### config.mk
export PLATFORM = sky130hd
export DESIGN_NAME = imem_loader
export DESIGN_NICKNAME = d
export VERILOG_FILES = /design/src/rtl/imem_loader_pkg.sv /design/src/rtl/imem_loader_word_assembler.sv /design/src/rtl/imem_loader.sv
export SDC_FILE = /design/constraint.sdc
export NUM_CORES = 1
export LEC_CHECK = 0
export CAP_MARGIN = 20
export CORE_MARGIN = 8
export CORE_UTILIZATION = 50
export DETAILED_ROUTE_END_ITERATION = 8
export GPL_TIMING_DRIVEN = 0
export MAX_ROUTING_LAYER = met4
export PLACE_DENSITY = 0.73
export SYNTH_ARGS = -nofsm -noshare
export SYNTH_HDL_FRONTEND = slang
export SYNTH_SLANG_ARGS = --single-unit
### constraint.sdc
create_clock -name clk -period 1.8 [get_ports clk]
set_input_delay 0.18 -clock clk [delete_from_list [all_inputs] [get_ports clk]]
set_output_delay 0.18 -clock clk [all_outputs]
set_load 0.03 [all_outputs]
### src/rtl/imem_loader_pkg.sv
// Shared types and frame constants for the instruction-memory loader.
package imem_loader_pkg;

  // Frame field sizes in bytes.
  localparam int unsigned LenBytes  = 2;
  localparam int unsigned WordBytes = 4;
  localparam int unsigned ByteCntW  = $clog2(WordBytes);

  // Loader FSM states.
  typedef enum logic [2:0] {
    StIdle  = 3'd0,
    StLenHi = 3'd1,
    StLenLo = 3'd2,
    StData  = 3'd3,
    StCsum  = 3'd4,
    StDone  = 3'd5,
    StErr   = 3'd6
  } state_e;

endpackage

### src/rtl/imem_loader_word_assembler.sv
// Assembles big-endian 32-bit words from a byte stream; registers each completed
// word together with a one-cycle word_valid pulse.
module imem_loader_word_assembler
  import imem_loader_pkg::*;
(
  input  logic        clk,
  input  logic        reset,
  input  logic        clr_i,
  input  logic        shift_i,
  input  logic [7:0]  byte_i,
  output logic [31:0] word_o,
  output logic        word_valid_o,
  output logic        last_byte_o
);

  localparam logic [ByteCntW-1:0] LastIdx = ByteCntW'(WordBytes - 1);

  logic [23:0]         shift_q, shift_d;
  logic [ByteCntW-1:0] cnt_q, cnt_d;
  logic [31:0]         word_q, word_d;
  logic                valid_q, valid_d;

  // High when the byte being offered now completes a word.
  assign last_byte_o  = (cnt_q == LastIdx);
  assign word_o       = word_q;
  assign word_valid_o = valid_q;

  // Next-state: shift bytes in MSB first, latch the word on its last byte.
  always_comb begin
    shift_d = shift_q;
    cnt_d   = cnt_q;
    word_d  = word_q;
    valid_d = 1'b0;
    if (clr_i) begin
      cnt_d = '0;
    end else if (shift_i) begin
      shift_d = {shift_q[15:0], byte_i};
      cnt_d   = cnt_q + 1'b1;
      if (cnt_q == LastIdx) begin
        word_d  = {shift_q, byte_i};
        valid_d = 1'b1;
      end
    end
  end

  // State registers; reset drops any partial word.
  always_ff @(posedge clk or negedge reset) begin
    if (!reset) begin
      shift_q <= '0;
      cnt_q   <= '0;
      word_q  <= '0;
      valid_q <= 1'b0;
    end else begin
      shift_q <= shift_d;
      cnt_q   <= cnt_d;
      word_q  <= word_d;
      valid_q <= valid_d;
    end
  end

endmodule

### src/rtl/imem_loader.sv
// Program loader: parses a length/data/checksum byte frame, writes words into
// instruction memory and holds the core in reset while loading.
module imem_loader
  import imem_loader_pkg::*;
#(
  parameter int unsigned ADDR_WIDTH = 8
) (
  input  logic                  clk,
  input  logic                  reset,
  input  logic                  start,
  input  logic                  in_valid,
  input  logic [7:0]            in_data,
  output logic                  in_ready,
  output logic                  imem_we,
  output logic [ADDR_WIDTH-1:0] imem_addr,
  output logic [31:0]           imem_data,
  output logic                  cpu_hold,
  output logic                  done,
  output logic                  error,
  output logic [ADDR_WIDTH:0]   words_loaded
);

  localparam logic [16:0] DepthC = 17'(2 ** ADDR_WIDTH);

  state_e                state_q, state_d;
  logic [7:0]            len_hi_q, len_hi_d;
  logic [15:0]           len_q, len_d;
  logic [ADDR_WIDTH-1:0] addr_q, addr_d;
  logic [7:0]            csum_q, csum_d;
  logic [ADDR_WIDTH:0]   words_q, words_d;

  logic        accept;
  logic        clr;
  logic        data_shift;
  logic [15:0] len_c;
  logic [31:0] asm_word;
  logic        asm_valid;
  logic        asm_last;

  assign accept     = in_valid & in_ready;
  assign data_shift = accept & (state_q == StData);
  assign len_c      = {len_hi_q, in_data};

  imem_loader_word_assembler u_asm (
    .clk          (clk),
    .reset        (reset),
    .clr_i        (clr),
    .shift_i      (data_shift),
    .byte_i       (in_data),
    .word_o       (asm_word),
    .word_valid_o (asm_valid),
    .last_byte_o  (asm_last)
  );

  // FSM next-state, frame field capture and checksum accumulation.
  always_comb begin
    state_d  = state_q;
    len_hi_d = len_hi_q;
    len_d    = len_q;
    csum_d   = csum_q;
    clr      = 1'b0;
    unique case (state_q)
      StIdle, StDone, StErr: begin
        if (start) begin
          state_d = StLenHi;
          clr     = 1'b1;
          csum_d  = '0;
        end
      end
      StLenHi: begin
        if (accept) begin
          len_hi_d = in_data;
          state_d  = StLenLo;
        end
      end
      StLenLo: begin
        if (accept) begin
          len_d = len_c;
          if ({1'b0, len_c} > DepthC) begin
            state_d = StErr;
          end else if (len_c == 16'd0) begin
            state_d = StCsum;
          end else begin
            state_d = StData;
          end
        end
      end
      StData: begin
        if (accept) begin
          csum_d = csum_q ^ in_data;
          // Earlier words are already counted: each write lands >= 3 cycles
          // before the next word's last byte.
          if (asm_last && (17'(words_q) + 17'd1 == {1'b0, len_q})) begin
            state_d = StCsum;
          end
        end
      end
      StCsum: begin
        if (accept) begin
          state_d = (in_data == csum_q) ? StDone : StErr;
        end
      end
      default: state_d = StIdle;
    endcase
  end

  // Write address and word count advance on the cycle the write is presented.
  always_comb begin
    addr_d  = addr_q;
    words_d = words_q;
    if (clr) begin
      addr_d  = '0;
      words_d = '0;
    end else if (asm_valid) begin
      addr_d  = addr_q + 1'b1;
      words_d = words_q + 1'b1;
    end
  end

  // State and datapath registers.
  always_ff @(posedge clk or negedge reset) begin
    if (!reset) begin
      state_q  <= StIdle;
      len_hi_q <= '0;
      len_q    <= '0;
      addr_q   <= '0;
      csum_q   <= '0;
      words_q  <= '0;
    end else begin
      state_q  <= state_d;
      len_hi_q <= len_hi_d;
      len_q    <= len_d;
      addr_q   <= addr_d;
      csum_q   <= csum_d;
      words_q  <= words_d;
    end
  end

  // Status outputs decoded from the registered state.
  always_comb begin
    in_ready = 1'b0;
    cpu_hold = 1'b0;
    done     = 1'b0;
    error    = 1'b0;
    unique case (state_q)
      StLenHi, StLenLo, StData, StCsum: begin
        in_ready = 1'b1;
        cpu_hold = 1'b1;
      end
      StErr: begin
        cpu_hold = 1'b1;
        error    = 1'b1;
      end
      StDone: done = 1'b1;
      default: ;
    endcase
  end

  assign imem_we      = asm_valid;
  assign imem_addr    = addr_q;
  assign imem_data    = asm_word;
  assign words_loaded = words_q;

endmodule

* After elaboration in Yosys (flattened, before gate mapping) *
Cells that the tools add are included.

storage, ports and cells
  register bits = 111
  output and inout port bits = 54
  logic and storage cells = 77

operators by class
  add/subtract/negate cells = 4
  magnitude comparators = 1
  equal/unequal tests = 15
  mux-type cells = 28
  bitwise operators = 4
  reductions and logical operators = 15

operators with widths
  operator                                             count
  two-way mux 8 bit                                    4
  two-way mux 3 bit                                    8
  two-way mux 9 bit                                    2
  equality test 10 x 16 -> 1 bit                       1
  > comparator 16 x 9 -> 1 bit, second input constant  1
  logical NOT 16 bit                                   1
  one-hot mux 8 bit (2 select lines)                   1
  one-hot mux 3 bit (5 select lines)                   1
  adder 9 x 1 -> 10 bit, second input constant         1
  inequality test 2 bit, second input constant         5
  adder 9 x 1 -> 9 bit, second input constant          1
  equality test 3 bit, second input constant           3
  two-way mux 1 bit                                    9
  adder 8 x 1 -> 8 bit, second input constant          1
  equality test 8 bit                                  1
  XOR 8 bit                                            1
  equality test 3 x 2 -> 1 bit, second input constant  2
  two-way mux 2 bit                                    3
  AND reduction 2 bit                                  3
  AND reduction 3 bit                                  2
  AND reduction 6 bit                                  1
  nonzero test 2 bit                                   3
  OR reduction 5 bit                                   1
  OR reduction 4 bit                                   1
  9 further kinds                                      10

* Longest topological paths before layout *
  word-level depth = 7
  gate-level depth with buffers = 8
  gate-level depth less buffers = 7

* By module *
Synthesis repeated with hierarchy kept, for this count alone.

unflattened totals
  cell total of the unflattened synthesis = 402
  area, all modules = 5,188.7 um^2

modules (own cells, without submodules)
  module                      times used  cells an instance  area each (um^2)  sequential area each (um^2)
  imem_loader                 1           273                2,851.5           1,301.2
  imem_loader_word_assembler  1           129                2,337.2           1,476.4

* Least setup slack after synthesis *
Ideal clock, no wire load.

  path type = register to register
  start point = reg words_q[0], in the netlist words_loaded[0]
  end point = reg state_q[1]
  library setup time = 129 ps
  data arrival time = 1,859 ps
  slack = -188 ps
  cell stages (with the launch flop) = 9
  period minus slack after synthesis = 1,988 ps
  cell sequence = dfrtp_1 -> ha_1 -> buf_2 -> nand3_1 -> o21ai_0 -> nor4b_1 -> o2111ai_1 -> a211oi_1 -> a211oi_1

on the way
  longest elaborated chain between the ends = 5

RTL lines
  element                                   RTL line            source
  from (decl)                               imem_loader.sv:30   logic [ADDR_WIDTH:0] words_q, words_d;
  from (signal assigned)                    imem_loader.sv:135  words_q <= words_d;
  adder 9 x 1 -> 10 bit                     imem_loader.sv:93   if (asm_last && (17'(words_q) + 17'd1 == {1'b0, len_q})) begin
  equality test 10 x 16 -> 1 bit            imem_loader.sv:93
  logical AND 1 bit                         imem_loader.sv:93
  inequality test 2 x 1 -> 1 bit (no line)  --
  AND reduction 6 bit (no line)             --
  to (signal assigned)                      imem_loader.sv:123  state_q <= StIdle;
  to (signal assigned)                      imem_loader.sv:130  state_q <= state_d;
  to (decl)                                 imem_loader.sv:25   state_e state_q, state_d;

Every way passes these cells.
A chain may end at the register's enable or synchronous reset.

* Worst setup path in the final report *
  start point = reg words_q[4], in the netlist words_loaded[4]
  end point = reg state_q[1]

The elaborated chain is that of the path after synthesis.

==> qor.log <==
INFO  layout         finalNetCount=577
INFO  clocking       cts.sinks=111
INFO  sta            fin_setup_tns=-0.123ns
INFO  worst_setup_path worstPathRequired=2.07ns
INFO  drt            postRouteWirelength=12100um
INFO  layout         synthToLayoutAreaGrowth=32.5%
INFO  drt            postRouteAntennaNets=0
INFO  sta            finalWorstSetupSlack=-0.123ns
INFO  drt            remaining_drc_errors=0
INFO  sta            timing.slew.headroom=64.1%
INFO  worst_setup_path worst_ep_arrival_time=2.19ns
INFO  clocking       cts_htree_levels=3
INFO  sta            timing.final.hold_violations=0
INFO  grt            gr-total-overflow=0
INFO  yosys          post_synth_main_area_contributors=sky130_fd_sc_hd__dfrtp_1 54%, sky130_fd_sc_hd__mux2_2 6.8%, sky130_fd_sc_hd__nand2_1 6.3%
INFO  grt            vias_in_the_first_global_route=3892
INFO  worst_setup_path worstPathMaxFanout=8
INFO  worst_hold_path hold_path.class=in -> reg
INFO  yosys          synth_ff_type=sky130_fd_sc_hd__dfrtp_1
INFO  yosys          post_synth_num_cell_types=55
INFO  sta            timing.clock.skew=0.0109ns
INFO  status         outcome=finished, violations left
INFO  yosys          ys_ff_latch=111
INFO  drt            route.detailed.wl_per_inst=17.2um
INFO  sta            min_period=1.92ns
INFO  yosys          netlist_area=0.00514mm^2
INFO  yosys          synth_area_in_xor_xnor=4.77%
INFO  die            initial_cell_density_of_the_core=50.7%
INFO  placement      place.detailed.hpwl=7970um
INFO  sta            worst_slew_pin_slew=0.538ns
INFO  sta            maxSlewViolCount=0
INFO  status         violated_checks=negative setup slack
INFO  yosys          synth-adder-area-share=0.730%
INFO  die            area_of_the_die=0.0138mm^2
INFO  layout         layout.area.seq=0.00279mm^2
INFO  yosys          synth_top_area_share=54.0%
INFO  grt            antenna_found_initial=0
INFO  layout         multi_input_area=0.00245mm^2
INFO  yosys          synthMostInstantiatedCell=sky130_fd_sc_hd__dfrtp_1
INFO  power_and_ir_drop power=0.0102W
INFO  worst_setup_path worst_setup_path_start_kind=flip-flop
INFO  power_and_ir_drop ir_worst_vdd=0.861mV
INFO  layout         share_of_cells_above_drive_strength_1=28.2%
INFO  grt            globalRouteTotalUtil=17.8%
INFO  die            chipHeight=117um
INFO  yosys          synthesis.nets=477
INFO  clocking       cts_made_buffers=9
INFO  die            placementRows=37
INFO  yosys          synth_instances=462
INFO  sta            clock.fmax=520MHz
INFO  die            pin_count=66
INFO  power_and_ir_drop static-leakage-power=3.22nW
INFO  clocking       cts_tree=built
INFO  yosys          yosys-mux-area-fraction=13.9%
INFO  yosys          synth-edff-count=0
INFO  sta            setup_viol_count_final=1
INFO  yosys          synth_area_leader_cell=sky130_fd_sc_hd__dfrtp_1
INFO  layout         fillCellCount=740
INFO  drt            vias_per_cell=5.42
INFO  power_and_ir_drop power.density=1490mW/mm^2
INFO  placement      port_buffers=65
INFO  yosys          synth_common_cells=111 x sky130_fd_sc_hd__dfrtp_1, 87 x sky130_fd_sc_hd__nand2_1, 31 x sky130_fd_sc_hd__mux2_2
INFO  drt            first_pass_iters=4
INFO  sta            rsz0062_at_grt=true
INFO  layout         antenna_cells=0
INFO  die            fp.dieW=117um
INFO  grt            grt_max_degree=74
INFO  yosys          synth_simple_gate_area_share=15.3%
INFO  clocking       cts_root_buf=sky130_fd_sc_hd__clkbuf_8
INFO  die            fp.coreArea=0.0101mm^2
INFO  yosys          synthArstFlopShare=100%
INFO  drt            initialDrtViolationCount=248
INFO  clocking       clock_latency=0.38ns
INFO  yosys          yosysSeqAreaShare=54.0%
INFO  sta            final_min_period_over_clock_period=107%
INFO  yosys          synth-warning-count=0
INFO  yosys          synth_compound_area_share=8.12%
INFO  worst_setup_path endpoint_kind=flip-flop
INFO  grt            grt_pass1_wl=19700um
INFO  clocking       worst_setup_hold_path_clk_slew=0.11ns
INFO  yosys          postSynthAreaPerCell=11.1um^2
INFO  drt            route.vias.total=3807
INFO  placement      gp_congestion=0.849
INFO  yosys          main_combinational_cell_family_by_area_after_synthesis=simple AND/OR/NAND/NOR gates
INFO  flow_run       max_cap_violations=0
INFO  worst_setup_path path_class=reg -> reg
INFO  clocking       max-clock-path-buffers=2
worst max-delay path: stages, from the launching register on:
cell	delay [ns]
sky130_fd_sc_hd__dfrtp_2	0.38
sky130_fd_sc_hd__buf_2	0.19
sky130_fd_sc_hd__and4_1	0.26
sky130_fd_sc_hd__nand2_1	0.12
sky130_fd_sc_hd__o311ai_4	0.33
sky130_fd_sc_hd__o2111ai_4	0.21
sky130_fd_sc_hd__a211oi_2	0.28
sky130_fd_sc_hd__a211oi_2	0.05
final cells by class:
cell class	instances	area share [%]
multi-input cells	316	36.0
flip-flops and latches	111	40.9
clock buffers	9	1.82
clock inverters	7	2.18
well taps	136	2.50
plain buffers	18	2.33
inverters	12	0.734
repair buffers	94	13.6
power by group:
group	total [W]	switching, W	leakage (nW)	internal, W
sequential	0.00408	0.000708	1.45	0.00337
clock	0.00197	0.000885	0.136	0.00108
combinational	0.00414	0.00215	1.64	0.00199
layer usage:
metal  routed length (um)  track usage, %
met5                    0               -
met4                  195            6.57
met3                  454            3.12
met2                 5990            28.8
met1                 5460            22.1
sequential cells by signal, indices dropped and copies added (netlist names), 2 cells and up:
register and cells:
u_asm.word_o 32, u_asm.shift_q 24, len_q 16, words_loaded 9
csum_q 8, imem_addr 8, len_hi_q 8, state_q 3
u_asm.cnt_q 2
stage by stage:
stage | util, % | hold slack, ns | area, um^2 | worst slack (ns) | std cells
after floorplan | - | -0.116 | 5200 | -0.0441 | 462
after global placement | 59.4 | 0.459 | 6020 | -4.01 | 663
after detailed placement | 59.6 | 0.186 | 6040 | -0.489 | 664
after CTS | 65.2 | 0.317 | 6620 | -0.0958 | 694
after global routing | 67.2 | 0.276 | 6820 | -0.197 | 703
final | 67.2 | 0.266 | 6820 | -0.123 | 703
cells by family (layout without fill, tap and decap cells):
| logic type | Yosys count | after routing |
|---|---|---|
| simple gates | 168 | 168 |
| flops | 111 | 111 |
| compound gates | 60 | 60 |
| mux | 57 | 57 |
| buf+inv | 35 | 140 |
| xor+xnor | 28 | 28 |
| fa+ha+maj | 3 | 3 |
cell usage in the layout (no fill, tap or decap), types with 3 or more instances in the layout:
cell	synthesis	routed
sky130_fd_sc_hd__buf_4	1	27
sky130_fd_sc_hd__nand2_1	87	86
sky130_fd_sc_hd__mux2i_1	5	5
sky130_fd_sc_hd__dlygate4sd2_1	0	3
sky130_fd_sc_hd__bufinv_16	0	4
sky130_fd_sc_hd__clkbuf_8	0	10
sky130_fd_sc_hd__clkbuf_2	0	6
sky130_fd_sc_hd__nor2_1	29	27
sky130_fd_sc_hd__o21ai_0	20	19
sky130_fd_sc_hd__nand3_1	7	6
sky130_fd_sc_hd__dlymetal6s2s_1	0	4
sky130_fd_sc_hd__dfrtp_1	111	103
sky130_fd_sc_hd__dfrtp_2	0	8
sky130_fd_sc_hd__nand4_1	6	6
sky130_fd_sc_hd__mux2_4	21	21
sky130_fd_sc_hd__clkdlybuf4s50_1	0	53
sky130_fd_sc_hd__buf_2	7	3
sky130_fd_sc_hd__a21oi_1	4	4
sky130_fd_sc_hd__o2bb2ai_1	8	8
sky130_fd_sc_hd__nand2b_1	10	9
sky130_fd_sc_hd__o21a_1	4	3
sky130_fd_sc_hd__buf_6	3	5
sky130_fd_sc_hd__xor2_1	17	16
sky130_fd_sc_hd__a211oi_2	0	3
sky130_fd_sc_hd__and4_1	3	3
sky130_fd_sc_hd__nor3_1	7	5
sky130_fd_sc_hd__mux2_2	31	31
sky130_fd_sc_hd__xnor2_1	11	9
sky130_fd_sc_hd__inv_1	10	10
timing repair:
| item | in CTS | in global routing |
|---|---|---|
| endpoints found under the setup margin | 91 | 82 |
| setup buffers | 15 | 10 |
| hold buffers | 1 | 0 |
| cloned | 1 | 1 |
| hold endpoints to repair | 38 | 0 |
| pin swaps | 3 | 13 |
| resized for setup | 57 | 42 |
final timing paths:
path                              startpoint  slack, ns  cells past startpoint                end
max                          words_loaded[4]      -0.12                      7         state_q[1]
min                               in_data[1]       0.27                      3          csum_q[1]
max reg2reg                  words_loaded[4]      -0.12                      7         state_q[1]
min reg2reg                u_asm.shift_q[19]       0.49                      2  u_asm.shift_q[19]
max in group asynchronous              reset       0.76                      3    words_loaded[3]
min in group asynchronous              reset       0.30                      2    u_asm.word_o[2]
Note: power is estimated with default switching activity, not from simulation.
